## config.mk

```make
export PLATFORM = sky130hd
export DESIGN_NAME = vga_fetch_scheduler_flat
export DESIGN_NICKNAME = d
export VERILOG_FILES = /design/src/rtl/vga_fetch_scheduler_if.sv /design/src/rtl/vga_fetch_scheduler.sv /design/src/flat_wrapper.sv
export SDC_FILE = /design/constraint.sdc
export NUM_CORES = 1
export LEC_CHECK = 0
export ABC_AREA = 1
export CORE_MARGIN = 3
export CORE_UTILIZATION = 40
export CTS_CLUSTER_SIZE = 25
export DETAILED_ROUTE_END_ITERATION = 16
export HOLD_SLACK_MARGIN = 0.05
export PLACE_DENSITY = 0.68
export SLEW_MARGIN = 30
export SYNTH_ARGS = -nofsm -noshare
export SYNTH_HDL_FRONTEND = slang
export SYNTH_SLANG_ARGS = --single-unit
```

## constraint.sdc

```tcl
create_clock -name clk_pixel -period 6.7 [get_ports clk_pixel]
set_input_delay 1.675 -clock clk_pixel [delete_from_list [all_inputs] [get_ports clk_pixel]]
set_output_delay 1.675 -clock clk_pixel [all_outputs]
set_load 0.01 [all_outputs]
```

## src/rtl/vga_fetch_scheduler_if.sv

```systemverilog
// Memory and CPU bus bundle for the VGA fetch scheduler.
// Latency: wires only, no storage.
// Backpressure: mem_req is held until mem_ack; cpu_req is held until cpu_ack.
//
// Signals:
//   mem_req/mem_we/mem_addr/mem_wdata  scheduler -> memory request
//   mem_rdata/mem_ack                  memory -> scheduler completion
//   cpu_req/cpu_we/cpu_addr/cpu_wdata  CPU -> scheduler request (level)
//   cpu_rdata/cpu_ack                  scheduler -> CPU completion
// Modports: master = scheduler side, slave = memory/CPU side.
interface vga_fetch_scheduler_if #(
  parameter int C_addr_bits = 20
);
  logic                   mem_req;
  logic                   mem_we;
  logic [C_addr_bits-1:0] mem_addr;
  logic [23:0]            mem_wdata;
  logic [23:0]            mem_rdata;
  logic                   mem_ack;

  logic                   cpu_req;
  logic                   cpu_we;
  logic [C_addr_bits-1:0] cpu_addr;
  logic [23:0]            cpu_wdata;
  logic [23:0]            cpu_rdata;
  logic                   cpu_ack;

  modport master (
    output mem_req, mem_we, mem_addr, mem_wdata,
    input  mem_rdata, mem_ack,
    input  cpu_req, cpu_we, cpu_addr, cpu_wdata,
    output cpu_rdata, cpu_ack
  );

  modport slave (
    input  mem_req, mem_we, mem_addr, mem_wdata,
    output mem_rdata, mem_ack,
    output cpu_req, cpu_we, cpu_addr, cpu_wdata,
    input  cpu_rdata, cpu_ack
  );
endinterface

```

## src/rtl/vga_fetch_scheduler.sv

```systemverilog
// Arbitrates one memory port between video line prefetch (into a pixel FIFO) and CPU accesses.
// Latency: one IDLE cycle between transactions; back-to-back video words at one per cycle.
// Backpressure: requests held until mem_ack; video stalls when the FIFO is full or the line is done.
//
// Ports:
//   clk_pixel, reset (async, active-high)
//   vga_hsync, vga_vblank, line_repeat  timing generator inputs
//   fetch_next                          pops the FIFO head pixel
//   red_byte/green_byte/blue_byte       FIFO head (0 when empty)
//   underflow, overrun                  sticky error flags
//   bus                                 memory + CPU bundle (master modport)
// Optional feature: define VGA_FETCH_DBLY_EN to let line_repeat refetch the previous line.
module vga_fetch_scheduler #(
  parameter int C_resolution_x    = 640,
  parameter int C_addr_bits       = 20,
  parameter int C_fifo_depth_log2 = 4,
  parameter int C_low_water       = 8,
  parameter int C_base_addr       = 0
) (
  input  logic                  clk_pixel,
  input  logic                  reset,
  input  logic                  vga_hsync,
  input  logic                  vga_vblank,
  input  logic                  line_repeat,
  input  logic                  fetch_next,
  output logic [7:0]            red_byte,
  output logic [7:0]            green_byte,
  output logic [7:0]            blue_byte,
  output logic                  underflow,
  output logic                  overrun,
  vga_fetch_scheduler_if.master bus
);

  localparam int C_depth = 1 << C_fifo_depth_log2;
  localparam int C_lvl_w = C_fifo_depth_log2 + 1;
  localparam int C_wl_w  = $clog2(C_resolution_x + 1);

  localparam logic [C_lvl_w-1:0]           C_lvl_full  = C_lvl_w'(C_depth);
  localparam logic [C_lvl_w-1:0]           C_lvl_low   = C_lvl_w'(C_low_water);
  localparam logic [C_lvl_w-1:0]           C_lvl_one   = C_lvl_w'(1);
  localparam logic [C_fifo_depth_log2-1:0] C_ptr_one   = C_fifo_depth_log2'(1);
  localparam logic [C_wl_w-1:0]            C_wl_line   = C_wl_w'(C_resolution_x);
  localparam logic [C_wl_w-1:0]            C_wl_one    = C_wl_w'(1);
  localparam logic [C_addr_bits-1:0]       C_addr_base = C_addr_bits'(C_base_addr);
  localparam logic [C_addr_bits-1:0]       C_addr_one  = C_addr_bits'(1);

  typedef enum logic [1:0] {
    S_IDLE = 2'd0,
    S_VID  = 2'd1,
    S_CPU  = 2'd2
  } state_t;

  state_t r_state;
  state_t w_state_next;

  // Timing edge detection
  logic r_hsync_d;
  logic r_vblank_d;
  logic r_vbl_pend;

  // Video address tracking
  logic [C_addr_bits-1:0] r_vid_addr;
  logic [C_addr_bits-1:0] r_line_start;
  logic [C_wl_w-1:0]      r_words_left;

  // Pixel FIFO
  logic [23:0]                  r_fifo [C_depth];
  logic [C_fifo_depth_log2-1:0] r_wr_ptr;
  logic [C_fifo_depth_log2-1:0] r_rd_ptr;
  logic [C_lvl_w-1:0]           r_level;

  logic        r_underflow;
  logic        r_overrun;
  logic [23:0] r_cpu_rdata;

  logic                   w_arm;
  logic                   w_vbl_rise;
  logic                   w_vbl_apply;
  logic                   w_push;
  logic                   w_pop;
  logic [C_lvl_w-1:0]     w_level_next;
  logic [C_wl_w-1:0]      w_words_dec;
  logic                   w_vid_elig;
  logic                   w_vid_urgent;
  logic [C_addr_bits-1:0] w_addr_inc;
  logic [C_addr_bits-1:0] w_addr_cont;
  logic [23:0]            w_head;

  // Line arming is blocked during vertical blank.
  assign w_arm      = vga_hsync & ~r_hsync_d & ~vga_vblank;
  assign w_vbl_rise = vga_vblank & ~r_vblank_d;
  // A frame restart must not move mem_addr under an outstanding video
  // request, so inside VID it waits for the ack that closes the transfer.
  assign w_vbl_apply = (w_vbl_rise | r_vbl_pend) & ((r_state != S_VID) | bus.mem_ack);

  assign w_push = (r_state == S_VID) & bus.mem_ack;
  assign w_pop  = fetch_next & (r_level != '0);

  always_comb begin
    w_level_next = r_level;
    case ({w_push, w_pop})
      2'b10:   w_level_next = r_level + C_lvl_one;
      2'b01:   w_level_next = r_level - C_lvl_one;
      default: w_level_next = r_level;
    endcase
  end

  assign w_words_dec  = r_words_left - C_wl_one;
  assign w_vid_elig   = (r_words_left != '0) && (r_level != C_lvl_full);
  assign w_vid_urgent = w_vid_elig && (r_level < C_lvl_low);
  assign w_addr_inc   = r_vid_addr + C_addr_one;
  // Address the next line begins at if nothing else intervenes this cycle.
  assign w_addr_cont  = w_push ? w_addr_inc : r_vid_addr;

`ifndef VGA_FETCH_DBLY_EN
  logic w_unused_line_repeat;
  assign w_unused_line_repeat = line_repeat;
`endif

  // ---------------------------------------------------------------- timing
  always_ff @(posedge clk_pixel or posedge reset) begin
    if (reset) begin
      r_hsync_d  <= 1'b0;
      r_vblank_d <= 1'b0;
      r_vbl_pend <= 1'b0;
    end else begin
      r_hsync_d  <= vga_hsync;
      r_vblank_d <= vga_vblank;
      if (w_vbl_apply) begin
        r_vbl_pend <= 1'b0;
      end else if (w_vbl_rise) begin
        r_vbl_pend <= 1'b1;
      end
    end
  end

  // ------------------------------------------------------ video addressing
  always_ff @(posedge clk_pixel or posedge reset) begin
    if (reset) begin
      r_vid_addr   <= C_addr_base;
      r_line_start <= C_addr_base;
    end else if (w_vbl_apply) begin
      r_vid_addr   <= C_addr_base;
      r_line_start <= C_addr_base;
    end else if (w_arm) begin
`ifdef VGA_FETCH_DBLY_EN
      if (line_repeat) begin
        // Doublescan: rewind to the start of the line just shown.
        r_vid_addr <= r_line_start;
      end else begin
        r_vid_addr   <= w_addr_cont;
        r_line_start <= w_addr_cont;
      end
`else
      r_vid_addr   <= w_addr_cont;
      r_line_start <= w_addr_cont;
`endif
    end else if (w_push) begin
      r_vid_addr <= w_addr_inc;
    end
  end

  always_ff @(posedge clk_pixel or posedge reset) begin
    if (reset) begin
      r_words_left <= '0;
      r_overrun    <= 1'b0;
    end else if (w_arm) begin
      r_words_left <= C_wl_line;
      if (r_words_left != '0) begin
        r_overrun <= 1'b1;
      end
    end else if (w_push) begin
      r_words_left <= w_words_dec;
    end
  end

  // ------------------------------------------------------------ pixel FIFO
  always_ff @(posedge clk_pixel) begin
    if (w_push) begin
      r_fifo[r_wr_ptr] <= bus.mem_rdata;
    end
  end

  always_ff @(posedge clk_pixel or posedge reset) begin
    if (reset) begin
      r_wr_ptr    <= '0;
      r_rd_ptr    <= '0;
      r_level     <= '0;
      r_underflow <= 1'b0;
    end else begin
      if (w_push) begin
        r_wr_ptr <= r_wr_ptr + C_ptr_one;
      end
      if (w_pop) begin
        r_rd_ptr <= r_rd_ptr + C_ptr_one;
      end
      r_level <= w_level_next;
      if (fetch_next && (r_level == '0)) begin
        r_underflow <= 1'b1;
      end
    end
  end

  // Show-ahead head; an empty FIFO presents black rather than stale data.
  assign w_head = r_fifo[r_rd_ptr];

  always_comb begin
    red_byte   = 8'd0;
    green_byte = 8'd0;
    blue_byte  = 8'd0;
    if (r_level != '0) begin
      red_byte   = w_head[23:16];
      green_byte = w_head[15:8];
      blue_byte  = w_head[7:0];
    end
  end

  assign underflow = r_underflow;
  assign overrun   = r_overrun;

  // ------------------------------------------------------------------- FSM
  always_ff @(posedge clk_pixel or posedge reset) begin
    if (reset) begin
      r_state <= S_IDLE;
    end else begin
      r_state <= w_state_next;
    end
  end

  // Bus outputs are decoded from the state so that reset drops any
  // outstanding request in the same instant it is asserted.
  always_comb begin
    w_state_next  = r_state;
    bus.mem_req   = 1'b0;
    bus.mem_we    = 1'b0;
    bus.mem_addr  = '0;
    bus.mem_wdata = 24'd0;
    bus.cpu_ack   = 1'b0;
    case (r_state)
      S_IDLE: begin
        if (w_vid_urgent) begin
          w_state_next = S_VID;
        end else if (bus.cpu_req) begin
          w_state_next = S_CPU;
        end else if (w_vid_elig) begin
          w_state_next = S_VID;
        end
      end
      S_VID: begin
        bus.mem_req  = 1'b1;
        bus.mem_addr = r_vid_addr;
        if (bus.mem_ack) begin
          // Leave on line end, FIFO full, a CPU waiting once the FIFO is
          // comfortably stocked, or a deferred frame restart.
          if ((w_words_dec == '0) ||
              (w_level_next == C_lvl_full) ||
              (bus.cpu_req && (w_level_next >= C_lvl_low)) ||
              w_vbl_apply) begin
            w_state_next = S_IDLE;
          end
        end
      end
      S_CPU: begin
        bus.mem_req   = 1'b1;
        bus.mem_we    = bus.cpu_we;
        bus.mem_addr  = bus.cpu_addr;
        bus.mem_wdata = bus.cpu_wdata;
        if (bus.mem_ack) begin
          bus.cpu_ack  = 1'b1;
          w_state_next = S_IDLE;
        end
      end
      default: begin
        w_state_next = S_IDLE;
      end
    endcase
  end

  always_ff @(posedge clk_pixel or posedge reset) begin
    if (reset) begin
      r_cpu_rdata <= 24'd0;
    end else if ((r_state == S_CPU) && bus.mem_ack) begin
      r_cpu_rdata <= bus.mem_rdata;
    end
  end

  assign bus.cpu_rdata = r_cpu_rdata;

endmodule

```

## src/flat_wrapper.sv

```systemverilog
// flat-port wrapper written by rule: the top's interface ports become plain ports
module vga_fetch_scheduler_flat 
#(
  parameter int C_resolution_x    = 640,
  parameter int C_addr_bits       = 20,
  parameter int C_fifo_depth_log2 = 4,
  parameter int C_low_water       = 8,
  parameter int C_base_addr       = 0
)
  (clk_pixel, reset, vga_hsync, vga_vblank, line_repeat, fetch_next, red_byte, green_byte, blue_byte, underflow, overrun, bus_mem_req, bus_mem_we, bus_mem_addr, bus_mem_wdata, bus_mem_rdata, bus_mem_ack, bus_cpu_req, bus_cpu_we, bus_cpu_addr, bus_cpu_wdata, bus_cpu_rdata, bus_cpu_ack);
  vga_fetch_scheduler_if #(.C_addr_bits(C_addr_bits)) bus_i ();
  input  logic clk_pixel;
  input  logic reset;
  input  logic vga_hsync;
  input  logic vga_vblank;
  input  logic line_repeat;
  input  logic fetch_next;
  output logic [7:0] red_byte;
  output logic [7:0] green_byte;
  output logic [7:0] blue_byte;
  output logic underflow;
  output logic overrun;
  output wire logic [$bits(bus_i.mem_req)-1:0] bus_mem_req;
  output wire logic [$bits(bus_i.mem_we)-1:0] bus_mem_we;
  output wire logic [$bits(bus_i.mem_addr)-1:0] bus_mem_addr;
  output wire logic [$bits(bus_i.mem_wdata)-1:0] bus_mem_wdata;
  input wire logic [$bits(bus_i.mem_rdata)-1:0] bus_mem_rdata;
  input wire logic [$bits(bus_i.mem_ack)-1:0] bus_mem_ack;
  input wire logic [$bits(bus_i.cpu_req)-1:0] bus_cpu_req;
  input wire logic [$bits(bus_i.cpu_we)-1:0] bus_cpu_we;
  input wire logic [$bits(bus_i.cpu_addr)-1:0] bus_cpu_addr;
  input wire logic [$bits(bus_i.cpu_wdata)-1:0] bus_cpu_wdata;
  output wire logic [$bits(bus_i.cpu_rdata)-1:0] bus_cpu_rdata;
  output wire logic [$bits(bus_i.cpu_ack)-1:0] bus_cpu_ack;
  assign bus_mem_req = bus_i.mem_req;
  assign bus_mem_we = bus_i.mem_we;
  assign bus_mem_addr = bus_i.mem_addr;
  assign bus_mem_wdata = bus_i.mem_wdata;
  assign bus_i.mem_rdata = bus_mem_rdata;
  assign bus_i.mem_ack = bus_mem_ack;
  assign bus_i.cpu_req = bus_cpu_req;
  assign bus_i.cpu_we = bus_cpu_we;
  assign bus_i.cpu_addr = bus_cpu_addr;
  assign bus_i.cpu_wdata = bus_cpu_wdata;
  assign bus_cpu_rdata = bus_i.cpu_rdata;
  assign bus_cpu_ack = bus_i.cpu_ack;
  vga_fetch_scheduler #(.C_resolution_x(C_resolution_x), .C_addr_bits(C_addr_bits), .C_fifo_depth_log2(C_fifo_depth_log2), .C_low_water(C_low_water), .C_base_addr(C_base_addr)) u_core (.clk_pixel(clk_pixel), .reset(reset), .vga_hsync(vga_hsync), .vga_vblank(vga_vblank), .line_repeat(line_repeat), .fetch_next(fetch_next), .red_byte(red_byte), .green_byte(green_byte), .blue_byte(blue_byte), .underflow(underflow), .overrun(overrun), .bus(bus_i));
endmodule
```

==> flow_metrics.tcl <==
set metrics [dict create \
    synth_top_area_cell "edfxtp_1" \
    yosys.cell_count.top_type "edfxtp_1" \
    path_max_fanout 43 \
    path_clk_slew_ns 0.07 \
    crit_arrival_ns 3.98 \
    synthArstFlopShare 0.1616 \
    cp-end-kind "output pin" \
    die_h_um 224.1 \
    track_usage 0.1971 \
    fmax_mhz 177.0 \
    report.final.slew_viol_count 0 \
    dr.first_iter.drc_count 1558 \
    final_core_util 0.4916 \
    tightest_slew_ns 0.9345 \
    max_slew_margin 0.3770 \
    vdd_drop_max_uv 239.0 \
    port_buffers 172 \
    p_leak_nw 8.127 \
    netlist_top_cells_count "edfxtp_1 (384), nor2_1 (252), o21ai_0 (220)" \
    setup_ws_ns 1.049 \
    yosys.cell_types.count 43 \
    firstDrtPassIters 5 \
    root_buffer "clkbuf_16" \
    core_area_um2 46750 \
    min_to "u_core.r_vid_addr[19]" \
    cts_hold_buf 0 \
    synth_seq_cells 458 \
    dpl.hpwl_mm 29.04 \
    hold_path.startpoint "u_core.r_vid_addr[19]" \
    clock_latency_ns 0.56 \
    setup_viol 0 \
    crit_chain "clkinv_2, buf_4, o21ai_0, o221ai_1, nand3_1, a21oi_1, clkdlybuf4s50_1" \
    routed_wl_mm 49.92 \
    rsz0062_at_grt "false" \
    design_area_um2 22980 \
    dp_slack_ns 1.686 \
    synth.top_cell.area_share 0.6059 \
    drt-vias-per-instance 5.515 \
    syn_nets 1714 \
    post-place-cells 2339 \
    cts_buffers 45 \
    drc_errors 0 \
    finalPower_mw 9.424 \
    drtAntennaViolNets 0 \
    status "finished clean" \
    place_area_um2 21460 \
    yosysWarnings 0 \
    hold_viol 0 \
    worstHoldPathCells 1 \
    synth_area_leaders "edfxtp_1 (61%), dfrtp_1 (9.7%), o21ai_0 (5.8%)" \
    gp_congestion 0.8468 \
    finalCriticalPeriod_ns 5.651 \
    cp-startpoint "u_core.r_rd_ptr[1]" \
    grt_pass1_wl_mm 77.17 \
    antenna_found_initial 1 \
    finClkSkew_ns 0.02289 \
    area_growth_pct 20.76 \
    cp_slowest_stage_delay_ns 0.93 \
    worst_path_max_delay_cell "dfrtp_2" \
    grt_pass1_vias 13199 \
    ff2ff_setup_slack_ns 3.66 \
    r2r_end "u_core.r_fifo[9][13]" \
    rows 79 \
    r2r_cells 7 \
    grt_overflow_total 0 \
    p_per_area_nw_per_um2 410.0 \
    synth_ff_type "edfxtp_1" \
    ios 174 \
    crit_required_ns 5.03 \
    fin_setup_tns_ns 0 \
    fin_crit_sh 0.8434 \
    seq_area_frac_synth 0.7032 \
    fin_hold_ws_ns 0.4724 \
    die_w_um 224.1 \
    final_layout_size_suffix_gt1_frac 0.08315 \
    syn_inst 1624 \
    stdcell_count 2423 \
    critPathKind "flop to output pin" \
    avgSynthCellArea_um2 11.72 \
    initial_core_util 0.4071 \
    holdCritPathClass "flop to flop" \
    worst_setup_path_start_kind "flop" \
    htreeDepth 2 \
    grt_max_degree 89 \
    synth_area_um2 19030 \
    num_vias 13363 \
    nets 1869 \
    die_area_um2 50230 \
    post_cts_buffers 0 \
    cts_sinks 458 \
    cts-resized-gates 0 \
    synth_edf_count 384 \
    cap_violations 0 \
    rr_startpoint "u_core.r_state[1]" \
    clockBufferDepth 3 \
    wl_per_cell_um 20.60 \
    antenna_cells 0 \
    cts_tree "done" \
]
## cell families after synthesis
logic type | synth area share
AND/OR/NAND/NOR | 0.1234
flip-flops | 0.7032
AO/OA/AOI/OAI | 0.1205
buffers and inverters | 0.03701
XOR/XNOR | 0.007363
adder cells (fa/ha/maj) | 0.008547
## area by class of cell
type,count,area [um^2]
clock inverters,32,311.5
inverters,91,346.6
multi-input cells,980,4992
well taps,607,759.5
clock buffers,52,1205
repair buffers,203,1979
fillers,4047,23770
flip-flops and latches,458,13390
## power by group
group	internal, mW	switching (mW)
sequential	3.32	0.218
clock	1.52	1.05
combinational	1.24	2.07
total	6.08	3.34
## layout by cell type, fill, tap and decap left out, types with 15 or more instances in the layout
cell             count
clkdlybuf4s50_1    172
clkinv_2            16
inv_1               77
o21ai_0            220
edfxtp_1           384
o221ai_1            76
clkbuf_16           47
nor2_2              18
xor2_1              15
dfrtp_1             71
o22ai_1             25
nand2_1            210
nor2_1             236
nand3_1             60
buf_4               29
a21oi_1             54
## critical path, delay by kind of cell (launching register included)
| family | cells | cell delay [ns] |
|---|---|---|
| and+or+nand+nor | 1 | 0.14 |
| AOI/OAI and AO/OA | 3 | 0.45 |
| DFF | 1 | 0.93 |
| buffers and inverters | 3 | 1.88 |
## metal layers
metal / GRT usage / vias up / share of wire
met3: 0.03709 / 90 / 0.073
li1: - / 6141 / -
met5: 0 / - / 0.00022
met4: 0.05262 / 2 / 0.021
met2: 0.3241 / 506 / 0.49
met1: 0.2712 / 6624 / 0.42
## worst max-delay path by stage
| stage | endpoint | slack, ns | cells after the start |
|---|---|---|---|
| after floorplan | bus_cpu_ack | 2.81 | 3 |
| after global placement | red_byte[1] | 1.70 | 7 |
| after detailed placement | blue_byte[0] | 1.69 | 7 |
| after CTS | green_byte[7] | 1.08 | 7 |
| after global routing | blue_byte[2] | 0.85 | 9 |
| final | green_byte[7] | 1.05 | 7 |
## sequential cells by signal, indices dropped and copies added (netlist names)
register              flops
u_core.bus.cpu_rdata     24
u_core.overrun            1
u_core.r_fifo           384
u_core.r_hsync_d          1
u_core.r_level            5
u_core.r_rd_ptr           4
u_core.r_state            2
u_core.r_vbl_pend         1
u_core.r_vblank_d         1
u_core.r_vid_addr        20
u_core.r_words_left      10
u_core.r_wr_ptr           4
u_core.underflow          1
Note: power is estimated with default switching activity, not from simulation.
